## config.mk

```make
export PLATFORM = sky130hd
export DESIGN_NAME = i2c_pwm_regs
export DESIGN_NICKNAME = d
export VERILOG_FILES = /design/src/rtl/i2c_pwm_pkg.sv /design/src/rtl/i2c_line_sync.sv /design/src/rtl/i2c_pwm_regs.sv
export SDC_FILE = /design/constraint.sdc
export NUM_CORES = 1
export LEC_CHECK = 0
export BUFFER_PORTS_ARGS = -buffer_cell sky130_fd_sc_hd__clkbuf_2
export CORE_MARGIN = 2
export CORE_UTILIZATION = 40
export CTS_CLUSTER_SIZE = 20
export DETAILED_ROUTE_END_ITERATION = 8
export GPL_TIMING_DRIVEN = 0
export HOLD_SLACK_MARGIN = 0.15
export SYNTH_ARGS = -nofsm -noshare
export SYNTH_HDL_FRONTEND = slang
export SYNTH_SLANG_ARGS = --single-unit
```

## constraint.sdc

```tcl
create_clock -name clk -period 3.9 [get_ports clk]
set_input_delay 0.195 -clock clk [delete_from_list [all_inputs] [get_ports clk]]
set_output_delay 0.195 -clock clk [all_outputs]
set_load 0.02 [all_outputs]
```

## src/rtl/i2c_pwm_pkg.sv

```systemverilog
// Shared types and constants for the I2C-controlled PWM duty register block.
package i2c_pwm_pkg;

    localparam int DUTY_W = 8;
    localparam int MAX_CH = 8;

    typedef enum logic [3:0] {
        IDLE,
        ADDR,
        ADDR_ACK,
        PTR,
        PTR_ACK,
        WDATA,
        WDATA_ACK,
        RDATA,
        RDATA_ACK
    } i2c_state_e;

    // Per-clk line events derived from the synchronised bus.
    typedef struct packed {
        logic sda;
        logic scl_rise;
        logic scl_fall;
        logic start;
        logic stop;
    } line_evt_t;

    function automatic logic [2:0] ptr_next(input logic [2:0] p, input int n);
        return (p == 3'(n - 1)) ? 3'd0 : p + 3'd1;
    endfunction

endpackage

```

## src/rtl/i2c_line_sync.sv

```systemverilog
// Two-flop synchronisers for SCL/SDA plus START, STOP and SCL edge detection.
module i2c_line_sync
    import i2c_pwm_pkg::*;
(
    input  logic      clk,
    input  logic      rst_n,
    input  logic      scl_i,
    input  logic      sda_i,
    output line_evt_t evt
);

    // [0],[1] are the synchroniser, [2] holds the previous synchronised value.
    logic [2:0] scl_q;
    logic [2:0] sda_q;

    always_ff @(posedge clk or negedge rst_n) begin
        if (!rst_n) begin
            scl_q <= 3'b111;
            sda_q <= 3'b111;
        end else begin
            scl_q <= {scl_q[1:0], scl_i};
            sda_q <= {sda_q[1:0], sda_i};
        end
    end

    always_comb begin
        evt          = '0;
        evt.sda      = sda_q[1];
        evt.scl_rise = scl_q[1] & ~scl_q[2];
        evt.scl_fall = ~scl_q[1] & scl_q[2];
        evt.start    = scl_q[1] & scl_q[2] & sda_q[2] & ~sda_q[1];
        evt.stop     = scl_q[1] & scl_q[2] & ~sda_q[2] & sda_q[1];
    end

endmodule

```

## src/rtl/i2c_pwm_regs.sv

```systemverilog
// I2C target exposing NUM_CH 8-bit PWM duty registers behind an auto-incrementing pointer.
// Read-back of the duty registers is built only when I2C_READBACK_EN is defined.
module i2c_pwm_regs
    import i2c_pwm_pkg::*;
#(
    parameter logic [6:0] I2C_ADDR = 7'h42,
    parameter int         NUM_CH   = 8
) (
    input  logic                     clk,
    input  logic                     rst_n,
    input  logic                     scl_i,
    input  logic                     sda_i,
    output logic                     sda_oe,
    output logic [DUTY_W*NUM_CH-1:0] duty_o,
    output logic                     wr_stb,
    output logic [2:0]               wr_idx
);

    line_evt_t  evt;
    i2c_state_e state, state_nx;
    logic       oe_nx;
    logic [3:0] bit_cnt;
    logic [7:0] sreg;
    logic [2:0] ptr;
    logic [NUM_CH-1:0][DUTY_W-1:0] duty_q;

    logic shift_in, cnt_inc, cnt_clr, ptr_ld, ptr_inc, wr_en;
    logic byte_end, addr_ok, ptr_ok;

    i2c_line_sync u_sync (
        .clk   (clk),
        .rst_n (rst_n),
        .scl_i (scl_i),
        .sda_i (sda_i),
        .evt   (evt)
    );

    assign duty_o   = duty_q;
    assign byte_end = evt.scl_fall && (bit_cnt == 4'd8);
    assign ptr_ok   = int'(sreg) < NUM_CH;

`ifdef I2C_READBACK_EN
    logic       rw, mack;
    logic       rd_ld, shift_out, mack_ld, rw_ld;
    logic [7:0] rd_byte;

    assign addr_ok = (sreg[7:1] == I2C_ADDR);

    always_comb begin
        rd_byte = '0;
        for (int i = 0; i < NUM_CH; i++)
            if (ptr == 3'(i)) rd_byte = duty_q[i];
    end

    always_ff @(posedge clk or negedge rst_n) begin
        if (!rst_n) begin
            rw   <= 1'b0;
            mack <= 1'b1;
        end else begin
            if (rw_ld)   rw   <= sreg[0];
            if (mack_ld) mack <= evt.sda;
        end
    end
`else
    assign addr_ok = (sreg[7:1] == I2C_ADDR) && !sreg[0];
`endif

    always_ff @(posedge clk or negedge rst_n) begin
        if (!rst_n) begin
            state  <= IDLE;
            sda_oe <= 1'b0;
        end else begin
            state  <= state_nx;
            sda_oe <= oe_nx;
        end
    end

    always_comb begin
        state_nx = state;
        oe_nx    = sda_oe;
        shift_in = 1'b0;
        cnt_inc  = 1'b0;
        cnt_clr  = 1'b0;
        ptr_ld   = 1'b0;
        ptr_inc  = 1'b0;
        wr_en    = 1'b0;
`ifdef I2C_READBACK_EN
        rd_ld     = 1'b0;
        shift_out = 1'b0;
        mack_ld   = 1'b0;
        rw_ld     = 1'b0;
`endif
        if (evt.stop) begin
            state_nx = IDLE;
            oe_nx    = 1'b0;
        end else if (evt.start) begin
            state_nx = ADDR;
            oe_nx    = 1'b0;
            cnt_clr  = 1'b1;
        end else begin
            case (state)
                IDLE: ;
                ADDR: begin
                    if (evt.scl_rise) begin
                        shift_in = 1'b1;
                        cnt_inc  = 1'b1;
                    end else if (byte_end) begin
                        state_nx = addr_ok ? ADDR_ACK : IDLE;
                        oe_nx    = addr_ok;
`ifdef I2C_READBACK_EN
                        rw_ld    = 1'b1;
`endif
                    end
                end
                PTR: begin
                    if (evt.scl_rise) begin
                        shift_in = 1'b1;
                        cnt_inc  = 1'b1;
                    end else if (byte_end) begin
                        state_nx = ptr_ok ? PTR_ACK : IDLE;
                        oe_nx    = ptr_ok;
                        ptr_ld   = ptr_ok;
                    end
                end
                WDATA: begin
                    if (evt.scl_rise) begin
                        shift_in = 1'b1;
                        cnt_inc  = 1'b1;
                    end else if (byte_end) begin
                        state_nx = WDATA_ACK;
                        oe_nx    = 1'b1;
                        wr_en    = 1'b1;
                        ptr_inc  = 1'b1;
                    end
                end
                ADDR_ACK: begin
                    if (evt.scl_fall) begin
                        state_nx = PTR;
                        oe_nx    = 1'b0;
                        cnt_clr  = 1'b1;
`ifdef I2C_READBACK_EN
                        if (rw) begin
                            state_nx = RDATA;
                            rd_ld    = 1'b1;
                            oe_nx    = ~rd_byte[7];
                        end
`endif
                    end
                end
                PTR_ACK, WDATA_ACK: begin
                    if (evt.scl_fall) begin
                        state_nx = WDATA;
                        oe_nx    = 1'b0;
                        cnt_clr  = 1'b1;
                    end
                end
`ifdef I2C_READBACK_EN
                RDATA: begin
                    if (evt.scl_rise) begin
                        cnt_inc = 1'b1;
                    end else if (byte_end) begin
                        state_nx = RDATA_ACK;
                        oe_nx    = 1'b0;
                        ptr_inc  = 1'b1;
                    end else if (evt.scl_fall) begin
                        shift_out = 1'b1;
                        oe_nx     = ~sreg[6];
                    end
                end
                RDATA_ACK: begin
                    if (evt.scl_rise) begin
                        mack_ld = 1'b1;
                    end else if (evt.scl_fall) begin
                        if (!mack) begin
                            state_nx = RDATA;
                            rd_ld    = 1'b1;
                            cnt_clr  = 1'b1;
                            oe_nx    = ~rd_byte[7];
                        end else begin
                            state_nx = IDLE;
                            oe_nx    = 1'b0;
                        end
                    end
                end
`endif
                default: begin
                    state_nx = IDLE;
                    oe_nx    = 1'b0;
                end
            endcase
        end
    end

    always_ff @(posedge clk or negedge rst_n) begin
        if (!rst_n) begin
            bit_cnt <= '0;
            sreg    <= '0;
            ptr     <= '0;
            duty_q  <= '0;
            wr_stb  <= 1'b0;
            wr_idx  <= '0;
        end else begin
            wr_stb <= wr_en;
            if (cnt_clr)      bit_cnt <= '0;
            else if (cnt_inc) bit_cnt <= bit_cnt + 4'd1;
            if (shift_in)     sreg <= {sreg[6:0], evt.sda};
`ifdef I2C_READBACK_EN
            else if (rd_ld)     sreg <= rd_byte;
            else if (shift_out) sreg <= {sreg[6:0], 1'b0};
`endif
            if (ptr_ld)       ptr <= sreg[2:0];
            else if (ptr_inc) ptr <= ptr_next(ptr, NUM_CH);
            // Duty is written with the pre-increment pointer in the same clk.
            if (wr_en) begin
                wr_idx <= ptr;
                for (int i = 0; i < NUM_CH; i++)
                    if (ptr == 3'(i)) duty_q[i] <= sreg;
            end
        end
    end

endmodule

```

## After elaboration in Yosys (flattened, before gate mapping)

Cells that the tools add are included.

- Add/subtract/negate cells: 2
- Reduce and logical (&&, ||, !) cells: 20
- Equality and inequality tests: 25
- Order comparisons: 1
- Bitwise gates (word level): 11
- Muxes and demuxes: 46

Operators with widths:

| cell | count |
|---|---|
| 4-bit 2-to-1 mux | 12 |
| 4-bit inequality test (second input constant) | 8 |
| 1-bit 2-to-1 mux | 27 |
| 4-bit case mux with 6 select lines | 1 |
| 2-bit AND reduction | 8 |
| 3-bit equality test (second input constant) | 4 |
| 4-bit by 3-bit equality test with 1-bit output (second input constant) | 3 |
| 3-bit 2-to-1 mux | 4 |
| 9-bit AND reduction | 1 |
| 4-bit by 2-bit equality test with 1-bit output (second input constant) | 2 |
| 8-bit by 4-bit < comparator with 1-bit output (second input constant) | 1 |
| 8-bit AND reduction | 1 |
| 1-bit AND | 7 |
| 7-bit equality test (second input constant) | 1 |
| 3-bit by 2-bit equality test with 1-bit output (second input constant) | 2 |
| 3-bit OR reduction | 2 |
| 1-bit case mux with 5 select lines | 1 |
| 4-bit by 1-bit adder with 4-bit output (second input constant) | 1 |
| 4-bit by 1-bit equality test with 1-bit output (second input constant) | 1 |
| 4-bit equality test (second input constant) | 1 |
| 4-bit zero test | 1 |
| 4-bit by 1-bit inequality test with 1-bit output (second input constant) | 1 |
| 1-bit NOT | 4 |
| 2-bit nonzero test | 2 |
| other kinds (8) | 9 |

- Input bits: 4
- Output and inout bits: 69
- Word-level logic and storage cells: 122
- Register bits: 94

## Depth between registers and ports, before layout

- Word-level depth: 10
- Mapped depth: 6
- Mapped depth without buffers: 6

## Cells and area by module

From an unflattened synthesis, not the netlist that was laid out.

- Cell total of the unflattened synthesis: 268
- Area, all modules: 3867.5 um2

By module, submodules not included:

| module | seq. area each (um2) | times used | area an instance (um2) | cells an instance |
|---|---|---|---|---|
| i2c_pwm_regs | 2177.1 | 1 | 3669.8 | 257 |
| i2c_line_sync | 157.7 | 1 | 197.7 | 11 |

## Least setup slack after synthesis

OpenSTA, ideal clock, no wires.

- Path type: reg2reg
- Start point: register bit_cnt[0]
- End point: register duty_q (netlist bit duty_o[37])
- Setup slack: 1.966 ns
- Clock period less this slack: 1.934 ns
- Path buffers: 0
- Setup time: 0.128 ns
- Required time: 3.772 ns
- Stages on the path, launching flop included: 7
- Data arrival time: 1.807 ns
- Cell sequence: dfrtp_1 -> inv_1 -> ha_1 -> nand3b_1 -> nor3_4 -> nand3_4 -> mux2_1

- Cells in the longest elaborated chain, start to end: 8

Ends and longest elaborated chain:

| what | line | text |
|---|---|---|
| from (decl) | i2c_pwm_regs.sv:22 | `logic [3:0] bit_cnt;` |
| from (signal assigned) | i2c_pwm_regs.sv:205 | `else if (cnt_inc) bit_cnt <= bit_cnt + 4'd1;` |
| 4-bit equality test | i2c_pwm_regs.sv:39 | `assign byte_end = evt.scl_fall && (bit_cnt == 4'd8);` |
| 1-bit logical AND | i2c_pwm_regs.sv:39 |  |
| 1-bit 2-to-1 mux (5 in series) | n/a |  |
| named net ptr_inc | i2c_pwm_regs.sv:27 | `logic shift_in, cnt_inc, cnt_clr, ptr_ld, ptr_inc, wr_en;` |
| 2-bit AND reduction (no source line) | n/a |  |
| to (signal, indexed assignment) | i2c_pwm_regs.sv:217 | `if (ptr == 3'(i)) duty_q[i] <= sreg;` |
| to (decl) | i2c_pwm_regs.sv:25 | `logic [NUM_CH-1:0][DUTY_W-1:0] duty_q;` |

The timed path passes the listed nets, and every way through them passes these cells.
A chain may end at the register's enable or synchronous reset.

## Final worst setup path

- Start point: register bit_cnt[0]
- End point: register duty_q (netlist bit duty_o[15])

- Cells in the longest elaborated chain, start to end: 8

Ends and longest elaborated chain:

| what | line | text |
|---|---|---|
| 4-bit equality test | i2c_pwm_regs.sv:39 |  |
| 1-bit logical AND | i2c_pwm_regs.sv:39 |  |
| 1-bit 2-to-1 mux | i2c_pwm_regs.sv:129 | `end else if (byte_end) begin` |
| 1-bit 2-to-1 mux | i2c_pwm_regs.sv:126 | `if (evt.scl_rise) begin` |
| 1-bit 2-to-1 mux | i2c_pwm_regs.sv:101 | `case (state)` |
| 1-bit 2-to-1 mux | i2c_pwm_regs.sv:96 | `end else if (evt.start) begin` |
| 1-bit 2-to-1 mux | i2c_pwm_regs.sv:93 | `if (evt.stop) begin` |
| 2-bit AND reduction (no source line) | n/a |  |

Every way passes these cells.

==> run_results.csv <==
group,metric,value,unit
routing,avgRoutedWirePerCell,16.53,µm
yosys,yosysMostFrequentCell,"dfrtp_1",
critical_path,critical_path_peak_fanout,8,
clock_tree,clk_pin_slew,0.09,ns
routing,drtIter0Drc,122,
finish,area_growth_syn_to_layout,21.39,%
finish,drive_above_1_share,0.5184,
critical_path,worst_path_max_delay_cell,"nor4_1",
sta,skew,0.005073,ns
yosys,ys_ff_latch,93,
critical_path,worstSetupStartpointType,"flip-flop",
grt,grt_antenna_before_repair,0,
yosys,synth_top_family_by_area,"multiplexers",
yosys,synth_nets,273,
yosys,synthMuxAreaShare,0.2207,
outcome,outcome,"finished, final reports clean",
clock_tree,cts_max_level,3,
job,drv_cap,0,
power,powerDensity,445.4,nW/µm²
yosys,synthSimpleGateAreaFrac,0.08045,
min_path,min_path_type,"reg -> reg",
routing,via_per_inst,4.815,
yosys,synth_warnings,0,
die,io_pins,73,
sta,period_needed,2.324,ns
clock_tree,clock-sinks,93,
grt,grt_use_met1,0.2139,
yosys,synth_compound_area_frac,0.03651,
placement,io_buffers,72,
sta,final-hold-violation-count,0,
yosys,synth.avg_cell_area,14.84,µm²
critical_path,critical_path.endpoint_type,"flip-flop",
finish,antenna_cells,0,
routing,drc,0,
yosys,yosysTopAreaCellShare,0.5622,
yosys,async_flop_share,1.000,
clock_tree,cts_setup_buffers,0,
clock_tree,cts_root_buf,"clkbuf_8",
sta,tns,0,ns
yosys,syn_area,3872,µm²
power,leakagePower,2.512,nW
clock_tree,cts_tree,"done",
yosys,synth_edf_count,0,
power,ir_drop,0.2078,mV
placement,pre_cts_ws,1.613,ns
yosys,synthAdderAreaFrac,0.02585,
routing,drt_wl_total,7969,µm
grt,grt_util_all_layers,0.1666,
die,start_util,0.4152,
sta,worst_slack,1.576,ns
clock_tree,cts_buffers,9,
yosys,synth_xor_area_frac,0.009047,
clock_tree,clk_path_buf_depth,2,
critical_path,crit_required,4.14,ns
yosys,ys.flop_type,"dfrtp_1",
sta,drv_slew,0,
routing,num_vias,2321,
yosys,synth_area_leaders,"dfrtp_1 (56%), mux2_2 (21%), dfstp_2 (4.1%)",
sta,rsz0062_at_grt,"no",
placement,routabilityCongestion,0.7841,
grt,use_met2,0.2733,
clock_tree,clkLatencyLatePin,0.35,ns
sta,fin_crit_sh,0.5959,
yosys,ys_types,44,
critical_path,crit_chain,"inv_1, ha_1, nand3b_1, nor4_1, nand2_1, mux2_2",
grt,grt.met3_usage,0.04993,
grt,grt_pass1_vias,2384,
grt,grt_pass1_wl,12940,µm
sta,max_freq,430.3,MHz
critical_path,cp.arrival,2.56,ns
yosys,synthTopCellsByCount,"dfrtp_1 (87), mux2_2 (71), clkbuf_1 (9), nor2_1 (9)",
finish,nets,360,
yosys,synth_seq_area_share,0.6029,
critical_path,criticalPathCategory,"reg -> reg",
routing,drt_pass1_iterations,4,
grt,gr-total-overflow,0,
sta,worst_slew_pin_slew,0.7110,ns
placement,dp_hpwl,5429,µm
yosys,syn-instance-count,261,
finish,fin_area,4701,µm²
grt,grt_max_degree,55,
sta,slew_headroom,0.5245,
die,die_y,102.4,µm
die,dieWidth,102.4,µm
grt,top_usage_layer,"met2",
die,core,9328,µm²
critical_path,critical_path.max_stage_delay,0.57,ns
die,dieArea,10480,µm²
die,rows,35,
routing,antenna_left,0,
sta,setup-violations-final,0,
placement,dpl_cell_area,4424,µm²
yosys,yosysTopAreaCell,"dfrtp_1",
[logic make-up (layout without fill, tap and decap cells)]
kind of cell             Yosys count  in the layout
multiplexers                      76             76
flip-flops                        93             93
buffers and inverters             22            114
XOR/XNOR                           4              4
AO/OA/AOI/OAI                     19             19
adder cells (fa/ha/maj)            8              8
AND/OR/NAND/NOR                   39             39
[layout make-up]
cell class,count,area [µm²]
Clock buffer,10,137.6
Tap cell,129,161.4
Fill cell,842,4627
Multi-Input combinational cell,146,1443
Buffer,14,65.06
Timing Repair Buffer,76,420.4
Clock inverter,6,108.9
Inverter,8,30.03
Sequential cell,93,2335
[worst max-delay path: cells and delay by family (launching register included)]
kind          cells  cell delay [ns]
mux               1             0.38
flops             1             0.40
fa+ha+maj         1             0.16
simple gates      3             1.19
buf+inv           1             0.09
[layout by cell type (no fill, tap or decap), types with 5 or more instances in the layout]
cell type / synthesis / routed
dfstp_2: 6 / 6
clkbuf_2: 0 / 71
nand2_1: 5 / 5
inv_1: 8 / 8
ha_1: 8 / 8
clkbuf_8: 0 / 10
nor2_1: 9 / 9
mux2_2: 71 / 71
clkbuf_1: 9 / 9
dfrtp_1: 87 / 87
[path summary, 6_finish.rpt]
check	start	end	cells past startpoint	slack, ns
max	bit_cnt[0]	duty_o[15]	6	1.58
min	u_sync.scl_q[0]	u_sync.scl_q[1]	0	0.35
max reg2reg	bit_cnt[0]	duty_o[15]	6	1.58
min reg2reg	u_sync.scl_q[0]	u_sync.scl_q[1]	0	0.35
max in group asynchronous	rst_n	u_sync.sda_q[1]	3	2.78
min in group asynchronous	rst_n	duty_o[0]	2	0.40
[timing repair]
item                                    in CTS  in global routing
resized for setup                            0                  0
hold buffers                                 3                  0
endpoints found under the setup margin       0                  0
hold endpoints to repair                    41                  0
[per-stage QoR]
| stage | total power [mW] | hold WS, ns | cells | utilization |
|---|---|---|---|---|
| 2_1_floorplan | 1.232 | -0.1006 | 261 | - |
| 3_3_place_gp | 1.335 | 0.2848 | 462 | 0.4711 |
| 3_5_place_dp | 1.351 | 0.2578 | 463 | 0.4743 |
| 4_1_cts | 2.125 | 0.3594 | 482 | 0.5040 |
| 5_1_grt | 2.199 | 0.3726 | 482 | 0.5040 |
| 6_report | 2.094 | 0.3544 | 482 | 0.5040 |
[metal layers]
layer / part of all wire / wire length (µm) / vias to the layer above
li1: - / - / 1092
met1: 0.46 / 3627 / 1179
met2: 0.49 / 3907 / 45
met3: 0.045 / 358 / 5
met4: 0.0094 / 75 / 0
met5: 0 / 0 / -
[sequential cells by signal, indices dropped and copies added, names as in the netlist]
name          flops
state             3
u_sync.sda_q      3
ptr               3
sda_oe            1
u_sync.scl_q      3
sreg              8
wr_stb            1
bit_cnt           4
wr_idx            3
duty_o           64
[report_power, final]
group | switching (mW) | internal (mW) | total (mW)
clock network | 0.324 | 0.443 | 0.767
registers | 0.0412 | 1.02 | 1.06
logic | 0.179 | 0.0908 | 0.269
Power figures use the tool's default switching activity.
